## src/rtl/pulse_meter.sv

```systemverilog
// pulse_meter: measures pulse width and rise-to-rise period of a pulse train.
// Ports: clock, reset_async, enable, pulse_in, err_clear in;
//        meas_width/period/valid, locked, err_timeout/err_range out.
module pulse_meter #(
  parameter int CNT_WIDTH   = 8,
  parameter int SYNC_STAGES = 2,
  parameter int LOCK_COUNT  = 4
) (
  input  logic                 clock,
  input  logic                 reset_async,
  input  logic                 enable,
  input  logic                 pulse_in,
  input  logic                 err_clear,
  output logic [CNT_WIDTH-1:0] meas_width,
  output logic [CNT_WIDTH-1:0] meas_period,
  output logic                 meas_valid,
  output logic                 locked,
  output logic                 err_timeout,
  output logic                 err_range
);

  typedef enum logic [1:0] {IDLE, SEEK, HIGH, LOW} state_e;
  typedef logic [CNT_WIDTH-1:0] cnt_t;
  typedef logic [3:0] lock_t;

  localparam cnt_t CNT_MAX = '1;
  localparam cnt_t CNT_HI  = CNT_MAX - cnt_t'(1);
  localparam lock_t LOCK_N = lock_t'(LOCK_COUNT);

  // Sync chain + sample + previous-sample registers hold reset zeros
  // for FILL edges; leaving IDLE earlier could see a false rise.
  localparam int FILL = SYNC_STAGES + 1;
  localparam int FW   = $clog2(FILL + 1);
  typedef logic [FW-1:0] fill_t;
  localparam fill_t FILL_N = fill_t'(FILL);

  logic [SYNC_STAGES-1:0] sync_q;
  logic   smp_q, prev_q;
  fill_t  fill_q;
  state_e state_q, state_d;
  cnt_t   cnt_q, cnt_d;
  cnt_t   wid_q, wid_d;
  cnt_t   mw_q, mw_d;
  cnt_t   mp_q, mp_d;
  logic   mv_q, mv_d;
  lock_t  lock_q, lock_d;
  logic   locked_q, locked_d;
  logic   to_q, to_d;
  logic   rg_q, rg_d;

  logic  rise, fall, fill_done;
  logic  to_ev, rg_ev;
  cnt_t  cnt_inc;
  lock_t lock_inc;

  assign rise      = smp_q & ~prev_q;
  assign fall      = ~smp_q & prev_q;
  assign fill_done = (fill_q == FILL_N);
  assign cnt_inc   = cnt_q + cnt_t'(1);
  assign lock_inc  = (lock_q == 4'hF) ? lock_q
                   : lock_q + lock_t'(1);

  always_comb begin
    state_d = state_q;
    cnt_d   = cnt_q;
    wid_d   = wid_q;
    mw_d    = mw_q;
    mp_d    = mp_q;
    mv_d    = 1'b0;
    lock_d  = lock_q;
    to_ev   = 1'b0;
    rg_ev   = 1'b0;
    if (!enable) begin
      state_d = IDLE;
      cnt_d   = '0;
      lock_d  = '0;
    end else begin
      unique case (state_q)
        IDLE: begin
          cnt_d  = '0;
          lock_d = '0;
          if (fill_done) state_d = SEEK;
        end
        SEEK: begin
          if (rise) begin
            state_d = HIGH;
            cnt_d   = '0;
          end else if (cnt_q == CNT_MAX) begin
            to_ev = 1'b1;
            cnt_d = '0;
          end else begin
            cnt_d = cnt_inc;
          end
        end
        HIGH: begin
          // cnt_q is samples since the rise minus one
          if (fall) begin
            wid_d   = cnt_inc;
            cnt_d   = cnt_inc;
            state_d = LOW;
          end else if (cnt_q == CNT_HI) begin
            to_ev   = 1'b1;
            cnt_d   = '0;
            state_d = SEEK;
          end else begin
            cnt_d = cnt_inc;
          end
        end
        LOW: begin
          if (rise) begin
            mv_d    = 1'b1;
            mw_d    = wid_q;
            mp_d    = cnt_q;
            cnt_d   = '0;
            state_d = HIGH;
            lock_d  = (wid_q == mw_q && cnt_q == mp_q)
                    ? lock_inc : lock_t'(1);
          end else if (cnt_q == CNT_MAX) begin
            rg_ev   = 1'b1;
            cnt_d   = '0;
            state_d = SEEK;
          end else begin
            cnt_d = cnt_inc;
          end
        end
      endcase
    end
    if (to_ev || rg_ev) lock_d = '0;
    locked_d = (lock_d >= LOCK_N);
    to_d     = to_ev | (to_q & ~err_clear);
    rg_d     = rg_ev | (rg_q & ~err_clear);
  end

  always_ff @(posedge clock or posedge reset_async) begin
    if (reset_async) begin
      sync_q   <= '0;
      smp_q    <= 1'b0;
      prev_q   <= 1'b0;
      fill_q   <= '0;
      state_q  <= IDLE;
      cnt_q    <= '0;
      wid_q    <= '0;
      mw_q     <= '0;
      mp_q     <= '0;
      mv_q     <= 1'b0;
      lock_q   <= '0;
      locked_q <= 1'b0;
      to_q     <= 1'b0;
      rg_q     <= 1'b0;
    end else begin
      sync_q   <= {sync_q[SYNC_STAGES-2:0], pulse_in};
      smp_q    <= sync_q[SYNC_STAGES-1];
      prev_q   <= smp_q;
      if (!fill_done) fill_q <= fill_q + fill_t'(1);
      state_q  <= state_d;
      cnt_q    <= cnt_d;
      wid_q    <= wid_d;
      mw_q     <= mw_d;
      mp_q     <= mp_d;
      mv_q     <= mv_d;
      lock_q   <= lock_d;
      locked_q <= locked_d;
      to_q     <= to_d;
      rg_q     <= rg_d;
    end
  end

  assign meas_width  = mw_q;
  assign meas_period = mp_q;
  assign meas_valid  = mv_q;
  assign locked      = locked_q;
  assign err_timeout = to_q;
  assign err_range   = rg_q;

endmodule

```

## config.mk

```make
export PLATFORM = sky130hd
export DESIGN_NAME = pulse_meter
export DESIGN_NICKNAME = d
export VERILOG_FILES = /design/src/rtl/pulse_meter.sv
export SDC_FILE = /design/constraint.sdc
export NUM_CORES = 1
export LEC_CHECK = 0
export ABC_AREA = 1
export CORE_MARGIN = 5
export CORE_UTILIZATION = 51
export CTS_CLUSTER_SIZE = 24
export DETAILED_ROUTE_END_ITERATION = 16
export PLACE_DENSITY_LB_ADDON = 0.12
export SETUP_SLACK_MARGIN = 0.3
export SYNTH_ARGS = -nofsm -noshare
export SYNTH_HDL_FRONTEND = slang
export SYNTH_SLANG_ARGS = --single-unit
```

## constraint.sdc

```tcl
create_clock -name clock -period 1.69 [get_ports clock]
set_clock_uncertainty 0.2 [all_clocks]
set_input_delay 0.169 -clock clock [delete_from_list [all_inputs] [get_ports clock]]
set_output_delay 0.169 -clock clock [all_outputs]
set_load 0.1 [all_outputs]
```

==> impl_metrics.py <==
metrics = {
    "die": {
        "core-area_sq_um": 4750,
        "ioPinCount": 25,
        "dieWidth_um": 80.0,
        "start_util_pct": 52.6,
        "num_rows": 25,
        "die_area_sq_um": 6400,
        "die_h_um": 80.0,
    },
    "clock_network": {
        "cts_buffer_depth": 2,
        "cts.sinks": 48,
        "htree_levels": 2,
        "root_buffer": "clkbuf_8",
        "numCtsBuffers": 5,
        "clk_pin_slew_ns": 0.09,
        "worst_skew_pair.late_latency_ns": 0.31,
        "cts_tree": "done",
    },
    "critical_path": {
        "cp-start-kind": "flip-flop",
        "worstPathArrival_ns": 1.81,
        "path_class": "reg -> reg",
        "critPathMostFrequentCell": "nand2_2",
        "max_stage_delay_ns": 0.43,
        "critPathBufInv": 0,
        "r2r_cells": 7,
        "required_ns": 1.69,
        "critPathTopFamily": "simple AND/OR/NAND/NOR gates",
        "crit_path_end_kind": "flip-flop",
        "reg2reg_from": "cnt_q[4]",
        "slowest_stage": "dfrtp_1",
        "reg2reg_slack_ns": -0.12,
        "crit_fanout": 6,
        "crit_chain": "nand2_2 -> nor3_4 -> nand2_2 -> o21ai_2 -> nand3_2 -> nand3_4 -> nor2_1",
        "rr_endpoint": "cnt_q[3]",
    },
    "power_and_ir_drop": {
        "power_leakage_uw": 0.00193,
        "sw_frac_of_total_pct": 48.7,
        "switching_power_uw": 3180,
        "powerDensity_nw_per_um2": 1610,
        "clock_power_share_pct": 13.0,
        "seqPwrFrac_pct": 28.9,
        "ir_drop_v": 0.00145,
        "power_frac_comb_pct": 58.0,
        "p_int_uw": 3350,
    },
    "sta": {
        "layout_min_cycle_time_ns": 1.81,
        "relSlewSlack_pct": 75.6,
        "rsz0062_at_grt": "yes",
        "fin_crit_sh_pct": 107,
        "max_freq_mhz": 551,
        "setup_slack_ns": -0.124,
        "setup_violations": 18,
        "worst_slew_pin_slew_ns": 0.364,
        "tns_ns": -1.23,
        "slew_viol_final": 0,
        "hold_viol_final": 0,
    },
    "yosys": {
        "ys_top_cells_by_area": "dfrtp_1 (48%), nand2_1 (17%), inv_1 (8.0%), o21ai_0 (5.8%), nor2_1 (5.6%)",
        "synth.most_common_cell": "nand2_1",
        "ys_warn_count": 0,
        "ys_async_sr_fraction_pct": 100,
        "ys_seq_elements": 48,
        "synth_area_sq_um": 2500,
        "ys_seq_area_share_pct": 48.1,
        "syn-instance-count": 333,
        "avgSynthCellArea_sq_um": 7.50,
        "synth_top_area_share_pct": 48.1,
        "synthFlopType": "dfrtp_1",
        "synthDistinctLibCells": 23,
        "synth_edf_count": 0,
        "yosys.area.top_type": "dfrtp_1",
        "syn_nets": 347,
        "synthTopCellsByCount": "nand2_1 (116), inv_1 (53), dfrtp_1 (48), nor2_1 (37), o21ai_0 (29)",
    },
    "detailed_routing": {
        "wirelength_met1_mm": 3.29,
        "dr.pass1.iters": 4,
        "highest_layer": "met4",
        "dr_wl_met2_mm": 4.15,
        "final_antenna_net_count": 0,
        "drt-initial-drc-count": 192,
        "vias": 2541,
        "avgRoutedWirePerCell_um": 17.4,
        "routed_wl_mm": 8.18,
        "drc": 0,
        "via_per_inst": 5.41,
        "wl_met3_um": 413,
    },
    "global_routing": {
        "grt_pass1_wl_mm": 10.0,
        "grt_usage_pct": 20.2,
        "antenna_found_initial": 0,
        "grt_max_degree": 34,
        "grt_pass1_vias": 2122,
        "grt.overflow.total": 0,
    },
    "job": {
        "drv_cap": 0,
    },
    "outcome": {
        "violations": "setup timing",
        "outcome": "finished, violations left",
    },
    "hold_path": {
        "min_path_cells": 1,
        "hold_end": "sync_q[0]",
        "hold_class": "in -> reg",
        "hold_path.startpoint": "pulse_in",
    },
    "finish": {
        "fin_util_pct": 85.1,
        "synthToLayoutAreaGrowth_pct": 61.9,
        "diodes": 0,
        "drive_above_1_share_pct": 47.1,
        "fin_nets": 416,
    },
    "place": {
        "gp_congestion": 0.904,
        "dp_hpwl_mm": 4.18,
        "io_buffers": 24,
    },
}
## registers in the layout, indices dropped and copies added (netlist names), 2 cells and up
signal	cells
fill_q	2
lock_q	4
state_q	2
wid_q	8
meas_width	8
cnt_q	8
meas_period	8
sync_q	2
## area by class of cell
cell class | count | area, sq um
repair buffers | 65 | 887
repair inverters | 1 | 5.00
well taps | 67 | 83.8
inverters | 54 | 209
flip-flops and latches | 48 | 1270
fillers | 248 | 709
clock buffers | 5 | 68.8
multi-input cells | 227 | 1480
clock inverters | 3 | 42.5
## routing by layer
metal / track usage [%] / vias to the layer above
li1: - / 1167
met1: 27.1 / 1230
met2: 33.1 / 113
met3: 3.95 / 31
met4: 5.91 / 0
met5: 0 / -
## what timing repair did
action	4_1_cts	5_1_grt
gates resized for setup	34	91
hold buffers	1	0
setup buffers	9	13
setup endpoints to repair	42	61
gates cloned	0	5
endpoints found under the hold margin	8	0
pin swaps	6	13
## power by group through the flow
| stage | clock network [uW] | logic, uW | registers (uW) |
|---|---|---|---|
| finish | 849 | 3790 | 1890 |
| global route | 902 | 3970 | 1930 |
| CTS | 856 | 3330 | 1840 |
| detailed placement | 0 | 3160 | 1870 |
| global placement | 0 | 3110 | 1850 |
| floorplan | 0 | 767 | 3080 |
## layout by cell type (no fill, tap or decap), types with 2 or more instances in the layout
cell type        synthesis  routed
a21oi_1                  6       4
a21oi_2                  0       2
buf_12                   0      24
buf_4                    0      25
buf_6                    0       7
clkbuf_16                0       3
clkbuf_8                 0       5
clkdlybuf4s50_1          0       4
clkinvlp_4               0       2
dfrtp_1                 48      25
dfrtp_2                  0       7
dfrtp_4                  0      16
ha_1                     9       3
ha_4                     0       6
inv_1                   53      33
inv_2                    1      19
nand2_1                116      86
nand2_2                  0      19
nand2_4                  0      11
nand3_1                 11      10
nand3_4                  0       2
nor2_1                  37      20
nor2_2                   2      10
nor2_4                   0       9
o21ai_0                 29       4
o21ai_1                  0      15
o21ai_2                  1      10
xor2_1                   5       4
## logic make-up after synthesis
family,synth area share [%]
AO/OA/AOI/OAI,8.26
XOR/XNOR,2.10
adder cells (fa/ha/maj),4.51
buffers and inverters,8.81
flip-flops,48.1
multiplexers,0.451
AND/OR/NAND/NOR,27.8
## through the flow
| stage | worst slack, ns | cells | hold slack, ns | total power, uW | cell area (sq um) |
|---|---|---|---|---|---|
| floorplan | 0.0969 | 333 | -0.00125 | 3840 | 2640 |
| global placement | 0.0267 | 434 | 0.132 | 4960 | 3260 |
| detailed placement | -0.0327 | 434 | 0.155 | 5030 | 3260 |
| CTS | 0.0344 | 452 | 0.0945 | 6030 | 3550 |
| global route | -0.239 | 470 | 0.0992 | 6800 | 4050 |
| finish | -0.124 | 470 | 0.106 | 6530 | 4050 |
## how the worst max path moves through the flow
stage	start	endpoint	cells past startpoint
CTS	cnt_q[0]	locked	9
global placement	state_q[0]	locked	11
floorplan	meas_period[7]	lock_q[0]	7
detailed placement	cnt_q[0]	cnt_q[3]	9
global route	cnt_q[0]	cnt_q[3]	9
finish	cnt_q[4]	cnt_q[3]	7
Note: power is estimated with default switching activity, not from simulation.
